$ cat src/rtl/vx_lsu_rsp_gather.sv
// LSU response gather: per-slot collection of lane responses until a request completes, then commit.
// Define LSU_GATHER_INORDER_EN for FIFO allocation/commit; default is lowest-index (out-of-order) mode.
module vx_lsu_rsp_gather #(
  parameter  int NUM_LANES  = 4,
  parameter  int QUEUE_SIZE = 8,
  parameter  int META_W     = 40,
  localparam int TAG_W      = $clog2(QUEUE_SIZE),
  localparam int CNT_W      = $clog2(QUEUE_SIZE + 1)
) (
  input  logic                      clk,
  input  logic                      reset,
  input  logic                      req_valid,
  output logic                      req_ready,
  input  logic [NUM_LANES-1:0]      req_tmask,
  input  logic [META_W-1:0]         req_meta,
  output logic [TAG_W-1:0]          req_tag,
  input  logic [NUM_LANES-1:0]      rsp_valid,
  input  logic [TAG_W-1:0]          rsp_tag,
  input  logic [NUM_LANES*32-1:0]   rsp_data,
  output logic                      rsp_ready,
  output logic                      cmt_valid,
  input  logic                      cmt_ready,
  output logic [NUM_LANES-1:0]      cmt_tmask,
  output logic [META_W-1:0]         cmt_meta,
  output logic [NUM_LANES*32-1:0]   cmt_data,
  output logic [CNT_W-1:0]          pending_cnt
);

  logic [QUEUE_SIZE-1:0]     busy_q;
  logic [QUEUE_SIZE-1:0]     done_q;
  logic [NUM_LANES-1:0]      rem_q   [QUEUE_SIZE];
  logic [NUM_LANES-1:0]      tmask_q [QUEUE_SIZE];
  logic [META_W-1:0]         meta_q  [QUEUE_SIZE];
  logic [NUM_LANES*32-1:0]   data_q  [QUEUE_SIZE];
  logic [CNT_W-1:0]          cnt_q;

  logic [TAG_W-1:0]          alloc_idx;
  logic [TAG_W-1:0]          cmt_idx;
  logic                      alloc_fire;
  logic                      cmt_fire;
  logic [NUM_LANES-1:0]      rsp_wmask;

  assign rsp_ready   = 1'b1;
  assign req_ready   = ~&busy_q;
  assign req_tag     = alloc_idx;
  assign alloc_fire  = req_valid && req_ready;
  assign cmt_fire    = cmt_valid && cmt_ready;
  assign pending_cnt = cnt_q;

  // Only lanes still outstanding on a live slot accept data; duplicates fall away here.
  assign rsp_wmask = busy_q[rsp_tag] ? (rsp_valid & rem_q[rsp_tag]) : '0;

  assign cmt_tmask = tmask_q[cmt_idx];
  assign cmt_meta  = meta_q[cmt_idx];
  assign cmt_data  = data_q[cmt_idx];

`ifdef LSU_GATHER_INORDER_EN
  logic [TAG_W-1:0] head_q;
  logic [TAG_W-1:0] tail_q;

  assign alloc_idx = tail_q;
  assign cmt_idx   = head_q;
  assign cmt_valid = done_q[head_q];

  always_ff @(posedge clk or negedge reset) begin
    if (!reset) begin
      head_q <= '0;
      tail_q <= '0;
    end else begin
      if (alloc_fire) tail_q <= tail_q + 1'b1;
      if (cmt_fire)   head_q <= head_q + 1'b1;
    end
  end
`else
  logic             hold_q;
  logic [TAG_W-1:0] hold_idx_q;
  logic [TAG_W-1:0] low_free;
  logic [TAG_W-1:0] low_done;

  always_comb begin
    low_free = '0;
    low_done = '0;
    for (int i = QUEUE_SIZE - 1; i >= 0; i--) begin
      if (!busy_q[i]) low_free = TAG_W'(i);
      if (done_q[i])  low_done = TAG_W'(i);
    end
  end

  // A stalled commit keeps its slot even if a lower index completes meanwhile.
  assign alloc_idx = low_free;
  assign cmt_idx   = hold_q ? hold_idx_q : low_done;
  assign cmt_valid = hold_q | (|done_q);

  always_ff @(posedge clk or negedge reset) begin
    if (!reset) begin
      hold_q     <= 1'b0;
      hold_idx_q <= '0;
    end else begin
      hold_q     <= cmt_valid && !cmt_ready;
      hold_idx_q <= cmt_idx;
    end
  end
`endif

  // Slot control; later assignments (commit, alloc) take priority within a slot.
  always_ff @(posedge clk or negedge reset) begin
    if (!reset) begin
      busy_q <= '0;
      done_q <= '0;
      cnt_q  <= '0;
      for (int i = 0; i < QUEUE_SIZE; i++) rem_q[i] <= '0;
    end else begin
      for (int i = 0; i < QUEUE_SIZE; i++) begin
        if (rsp_tag == TAG_W'(i) && |rsp_wmask) begin
          rem_q[i] <= rem_q[i] & ~rsp_wmask;
          if ((rem_q[i] & ~rsp_wmask) == '0) done_q[i] <= 1'b1;
        end
        if (cmt_fire && cmt_idx == TAG_W'(i)) begin
          busy_q[i] <= 1'b0;
          done_q[i] <= 1'b0;
        end
        if (alloc_fire && alloc_idx == TAG_W'(i)) begin
          busy_q[i] <= 1'b1;
          rem_q[i]  <= req_tmask;
          done_q[i] <= (req_tmask == '0);
        end
      end
      case ({alloc_fire, cmt_fire})
        2'b10:   cnt_q <= cnt_q + 1'b1;
        2'b01:   cnt_q <= cnt_q - 1'b1;
        default: cnt_q <= cnt_q;
      endcase
    end
  end

  always_ff @(posedge clk) begin
    if (alloc_fire) begin
      tmask_q[alloc_idx] <= req_tmask;
      meta_q[alloc_idx]  <= req_meta;
    end
    for (int l = 0; l < NUM_LANES; l++) begin
      if (rsp_wmask[l]) data_q[rsp_tag][l*32 +: 32] <= rsp_data[l*32 +: 32];
    end
  end

  rsp_to_live_slot: assert property (@(posedge clk) disable iff (!reset)
    (|rsp_valid) |-> busy_q[rsp_tag]);

endmodule

$ cat config.mk
export PLATFORM = sky130hd
export DESIGN_NAME = vx_lsu_rsp_gather
export DESIGN_NICKNAME = d
export VERILOG_FILES = /design/src/rtl/vx_lsu_rsp_gather.sv
export SDC_FILE = /design/constraint.sdc
export NUM_CORES = 1
export LEC_CHECK = 0
export BUFFER_PORTS_ARGS = -buffer_cell sky130_fd_sc_hd__buf_2
export CAP_MARGIN = 20
export CORE_MARGIN = 2
export CORE_UTILIZATION = 29
export DETAILED_ROUTE_END_ITERATION = 7
export GPL_ROUTABILITY_DRIVEN = 0
export SETUP_SLACK_MARGIN = 0.1
export SLEW_MARGIN = 20
export SYNTH_ARGS = -nofsm -noshare
export SYNTH_HDL_FRONTEND = slang
export SYNTH_SLANG_ARGS = --single-unit
$ cat constraint.sdc
create_clock -name clk -period 5.3 [get_ports clk]
set_clock_uncertainty 0.2 [all_clocks]
set_input_delay 0.265 -clock clk [delete_from_list [all_inputs] [get_ports clk]]
set_output_delay 0.265 -clock clk [all_outputs]
set_load 0.01 [all_outputs]
==> flow_summary.json, run 1 <==
{
  "grt_pass1_vias": 36800,
  "synth_top_area_cell": "edfxtp_1",
  "slew_headroom": 0.202,
  "drive_above_1_share": 0.160,
  "synth-main-ff-cell": "edfxtp_1",
  "p_per_area_nw_per_um2": 683,
  "nets": 4956,
  "worst_slew_pin_slew_ns": 1.20,
  "vias": 37400,
  "finalHoldViolCount": 0,
  "fin_cells": 7533,
  "ant_nets": 0,
  "critPathSlowestCell": "buf_4",
  "antenna_found_initial": 17,
  "place.port_buffers": 363,
  "dpl.hpwl_microns": 90900,
  "path_class": "reg2out",
  "power_w": 0.0475,
  "tritoncts": "done",
  "cp-end-kind": "output port",
  "drcViolationCount": 0,
  "netlist_area_sq_um": 57600,
  "hold_class": "in2async",
  "grt_pass1_wl_microns": 242000,
  "finalSetupTns_ns": 0,
  "ys_async_sr_fraction": 0.0391,
  "min_period_over_period": 0.912,
  "crit_path_cell_trace": "nor2_1, a211o_4, buf_4, buf_4, a211oi_1, a211oi_1, a311oi_1, a31o_1, buf_2",
  "critPathLaunchType": "flop",
  "vias_per_cell": 4.96,
  "root_buffer": "clkbuf_16",
  "synth_seq_cells": 1432,
  "cap_violations": 0,
  "setup_ws_ns": 0.466,
  "cts.clk_slew.worst_paths_ns": 0.06,
  "synth_area_per_cell_sq_um": 13.5,
  "clk_latency_ns": 0.79,
  "overflow": 0,
  "cts_buffers": 154,
  "netlist_top_cells_area": "edfxtp_1, nand2_1, a211oi_1",
  "ys_warn_count": 0,
  "synthTopCellsByCount": "edfxtp_1, nand2_1, nand3_1",
  "dp_cells": 7051,
  "num_rows": 163,
  "fill_cells": 18900,
  "synthCells": 4260,
  "setup_viol": 0,
  "pre_cts_ws_ns": 1.25,
  "yosys.area.top_type_share": 0.718,
  "first_pass_iters": 8,
  "cp_max_fo": 50,
  "gr-usage-all-layers": 0.158,
  "post_drt_wl_per_cell_microns": 21.7,
  "vdd_drop_max_uv": 889,
  "yosysUniqueCellTypes": 53,
  "grt_max_degree": 213,
  "period_needed_ns": 4.83,
  "synth_most_common_cell": "edfxtp_1",
  "core_area_sq_um": 197000,
  "die_w_microns": 450,
  "status": "completed",
  "synth_edf_count": 1376,
  "post_cts_buffers": 0,
  "rsz0062_at_grt": "false",
  "cts_buffer_depth": 3,
  "p_leak_nw": 23.9,
  "fmax_mhz": 207,
  "htree_levels": 4,
  "clock-sinks": 1432,
  "ys_seq_area_frac": 0.742,
  "slowest_delay_ns": 0.77,
  "io_pins": 365,
  "first_iter_violations": 3096,
  "routed_wl_microns": 164000,
  "die_h_microns": 450,
  "syn_to_final_growth_pct": 20.8,
  "synth_nets": 4447,
  "worstPathRequired_ns": 4.84,
  "start_util": 0.292,
  "slew_violations": 0,
  "crit_arrival_ns": 4.37,
  "die_area_sq_um": 202000
}
## placed cells by master (no fill, tap or decap), drive strengths merged, types with 6 or more instances in the layout
master	Yosys	final
o21ai	17	17
clkbuf	261	194
o22ai	24	24
dfrtp	56	56
a211oi	345	345
inv	195	200
a21oi	11	11
nand4	6	6
mux2i	6	6
dlygate4sd3	0	202
a311oi	173	173
a31o	172	172
nand2	1080	1080
clkinv	0	66
diode	0	8
a222oi	8	8
nand3	352	352
nor2	44	44
edfxtp	1376	1376
mux4	10	10
buf	59	471
a31oi	8	8
## flip-flops by register name, indices dropped and copies added, names as in the netlist
register     flops
busy_q           8
data_q        1024
done_q           8
hold_idx_q       3
hold_q           1
meta_q         320
pending_cnt      4
rem_q           32
tmask_q         32
## layer usage
layer / wire length (microns) / share of wire / global-route usage
met5: 41 / 0.00025 / 0
met4: 5450 / 0.033 / 0.0586
met3: 8960 / 0.055 / 0.0272
met2: 80000 / 0.49 / 0.263
met1: 69400 / 0.42 / 0.205
## path summary, 6_finish.rpt
kind                                         endpoint  slack (ns)                  startpoint  cells after the start
max                                      cmt_data[98]        0.47       done_q[5]$_DFFE_PN0P_                      9
min                             busy_q[6]$_DFFE_PN0P_        0.06                       reset                      3
max reg2reg                   data_q[1][37]$_DFFE_PP_        1.82       busy_q[1]$_DFFE_PN0P_                      5
min reg2reg                pending_cnt[0]$_DFFE_PN0P_        0.34  pending_cnt[0]$_DFFE_PN0P_                      1
max in group asynchronous       rem_q[14]$_DFFE_PN0P_        4.31                       reset                      3
min in group clk              data_q[3][71]$_DFFE_PP_        0.08                rsp_data[71]                      2
## metrics by stage
stage	instance area, sq um	utilization	hold slack [ns]
after floorplan	57600	-	-0.231
after global placement	62800	0.318	0.260
after detailed placement	62800	0.318	0.264
after CTS	69500	0.353	0.000121
after global routing	69600	0.353	0.0403
final	69600	0.353	0.0564
## where the power goes
group          switching [W]  total [W]  internal, W
sequential          0.000306     0.0135       0.0132
combinational         0.0160     0.0239      0.00786
clock                0.00451     0.0102      0.00565
## critical path: cells and delay by family, from the launching register on
| family | cells | cell delay, ns |
|---|---|---|
| AOI/OAI and AO/OA | 5 | 1.40 |
| buffers and inverters | 3 | 1.58 |
| DFF | 1 | 0.40 |
| and+or+nand+nor | 1 | 0.16 |
## cell type report
type | instances | area [sq um] | share of cell area
inverters | 195 | 747 | 0.0107
repair buffers | 673 | 4890 | 0.0703
clock inverters | 78 | 696 | 0.0100
diodes | 8 | 20.0 | 0.000288
flip-flops and latches | 1432 | 42700 | 0.614
clock buffers | 194 | 4050 | 0.0582
multi-input cells | 2313 | 13100 | 0.189
well taps | 2640 | 3300 | 0.0475
## what timing repair did
item	4_1_cts	5_1_grt
resized for setup	0	0
endpoints found under the hold margin	1485	0
hold buffers	202	0
## logic make-up after synthesis
family / share of synthesized area
AO/OA/AOI/OAI: 0.107
XOR/XNOR: 0.000609
adder cells (fa/ha/maj): 0.00100
buffers and inverters: 0.0348
flip-flops: 0.742
multiplexers: 0.00593
other: 0.0000652
AND/OR/NAND/NOR: 0.108
(Power assumes the default switching activity.)
==> run 2: changes to the inputs <==
CORE_ASPECT_RATIO = 1.5   (was unset)
CORE_UTILIZATION = 25   (was 29)
==> run 2 against run 1 <==
Effect of this change:
- combinational power about the same
- sequential power is essentially flat
- maximum frequency fell by 1.5%
- cell count grew 5.1%
- sequential share of layout area fell by 0.64 points
- critical path depth stayed put
- design area up 1.0%
- register-to-register slack worse by 0.16 ns
- worst setup slack got worse by 0.072 ns
- count of clock-buffer cells in the layout is 15 lower
- non-clock buffer count decreased by 3
- critical endpoint is now cmt_meta[32]
==> flow_summary.json, run 2 (synthesis gave the netlist of run 1 again) <==
{
  "p_leak_nw": 24.0,
  "vias": 37600,
  "cp-end-kind": "output port",
  "largest_reg_flops": 1024,
  "syn_to_final_growth_pct": 22.1,
  "ant_nets": 0,
  "num_rows": 215,
  "cts.clk_slew.worst_paths_ns": 0.07,
  "first_iter_violations": 2710,
  "power_w": 0.0480,
  "p_switching_w": 0.0209,
  "final_cell_mix": "edfxtp_1, nand2_1, buf_2",
  "hold_start": "rsp_data[102]",
  "post-route-util": 0.307,
  "root_buffer": "clkbuf_16",
  "drive_above_1_share": 0.162,
  "dpl.hpwl_microns": 98300,
  "layout_commonest_cell": "edfxtp_1",
  "rr_endpoint": "data_q[3][127]$_DFFE_PP_",
  "ctsResizeCount": 0,
  "cts_buffer_depth": 4,
  "hold_slack_ns": 0.0737,
  "crit_family": "buffers and inverters",
  "cts_buffers": 152,
  "post_drt_wl_per_cell_microns": 21.5,
  "routed_wl_microns": 170000,
  "vdd_drop_max_uv": 1280,
  "cp_num_cells": 9,
  "intPower_w": 0.0271,
  "rsz0062_at_grt": "false",
  "hold_class": "in2reg",
  "swShare": 0.435,
  "drcViolationCount": 0,
  "critPathLaunchType": "flop",
  "period_needed_ns": 4.91,
  "slew_violations": 0,
  "largestRegisters": "data_q x1024, meta_q x320",
  "io_pins": 365,
  "slew_headroom": 0.189,
  "min_period_over_period": 0.926,
  "r2r_setup_slack_ns": 1.66,
  "p_clk_frac": 0.221,
  "p_per_area_nw_per_um2": 683,
  "cap_violations": 0,
  "setup_viol": 0,
  "antenna_found_initial": 18,
  "status": "completed",
  "start_util": 0.251,
  "first_pass_iters": 8,
  "hold_path_depth": 2,
  "cp_max_fo": 57,
  "grt_max_degree": 181,
  "slowest_delay_ns": 0.84,
  "critPathCapture": "cmt_meta[32]",
  "vias_per_cell": 4.74,
  "htree_levels": 4,
  "place.port_buffers": 363,
  "core_area_sq_um": 229000,
  "setup_ws_ns": 0.394,
  "critical_path_buf_inv_count": 3,
  "crit_path_cell_trace": "nor2_1, a211o_4, buf_4, buf_4, a211oi_1, a211oi_1, a311oi_1, a31o_1, buf_2",
  "startpoint": "done_q[5]$_DFFE_PN0P_",
  "clock-sinks": 1432,
  "die_w_microns": 396,
  "worst_slew_pin_slew_ns": 1.22,
  "hold_buffers": 209,
  "nets": 4951,
  "post_cts_buffers": 0,
  "r2r-start": "busy_q[1]$_DFFE_PN0P_",
  "ff2ff_path_depth": 5,
  "critPathSlowestCell": "buf_4",
  "clk_latency_ns": 0.84,
  "crit_arrival_ns": 4.44,
  "finalSetupTns_ns": 0,
  "die_h_microns": 592,
  "worstPathRequired_ns": 4.84,
  "grt_pass1_vias": 38200,
  "path_class": "reg2out",
  "tritoncts": "done",
  "regMostFlops": "data_q",
  "combPwrFrac": 0.498,
  "gr-usage-all-layers": 0.141,
  "grt_pass1_wl_microns": 250000,
  "finalHoldViolCount": 0,
  "pre_cts_ws_ns": 1.32,
  "fmax_mhz": 204,
  "seqPwrFrac": 0.281,
  "die_area_sq_um": 234000,
  "overflow": 0
}
run 2: changes by cell type in the layout (fill, tap and decap cells not counted), moves of 3 or more:
cell,previous run,this run
clkbuf_16,156,152
buf_4,89,73
clkinv_16,5,1
clkinv_1,34,22
clkinv_2,19,22
buf_12,19,24
inv_6,1,4
inv_16,3,0
bufinv_16,4,17
inv_8,3,6
clkbuf_1,38,26
dlygate4sd3_1,202,209
run 2: how the worst min path moves through the flow:
stage | to
after floorplan | busy_q[0]$_DFFE_PN0P_
after global placement | pending_cnt[3]$_DFFE_PN0P_
after detailed placement | pending_cnt[3]$_DFFE_PN0P_
after CTS | data_q[1][74]$_DFFE_PP_
after global routing | data_q[0][94]$_DFFE_PP_
final | data_q[3][102]$_DFFE_PP_
run 2: cell type report:
cell class | instances | area [sq um]
clock buffers | 179 | 3920
flip-flops and latches | 1432 | 42700
inverters | 195 | 749
multi-input cells | 2313 | 13100
diodes | 6 | 15.0
fillers | 22700 | 159000
well taps | 3038 | 3800
clock inverters | 84 | 975
repair buffers | 670 | 4960
run 2: power by group through the flow:
| stage | Combinational, W | Clock [W] | Sequential (W) |
|---|---|---|---|
| final | 0.0239 | 0.0106 | 0.0135 |
| after global routing | 0.0260 | 0.0113 | 0.0135 |
| after CTS | 0.0243 | 0.0109 | 0.0135 |
| after detailed placement | 0.0241 | 0 | 0.0137 |
| after global placement | 0.0239 | 0 | 0.0137 |
| after floorplan | 0.0147 | 0 | 0.0136 |
run 2: worst register-to-register path, stage by stage, from the launching register on:
cell     delay, ns
dfrtp_1       0.47
mux4_2        0.27
mux2_2        0.29
nand3_2       0.57
nor2_4        1.07
buf_4         0.38
run 2: per-stage QoR:
| stage | area, sq um | std cells |
|---|---|---|
| final | 70300 | 7917 |
| after global routing | 70300 | 7913 |
| after CTS | 70300 | 7911 |
| after detailed placement | 63300 | 7439 |
| after global placement | 63200 | 7437 |
| after floorplan | 57600 | 4260 |
run 2: routing by layer:
layer  wire length, microns  vias up  part of all wire  GRT usage
met1                  68700    19000              0.40      0.172
met5                     87        -           0.00051          0
met4                   4950       14             0.029     0.0451
met2                  85900     1237              0.50      0.249
met3                  10900      312             0.064     0.0273
li1                       -    17000                 -          -
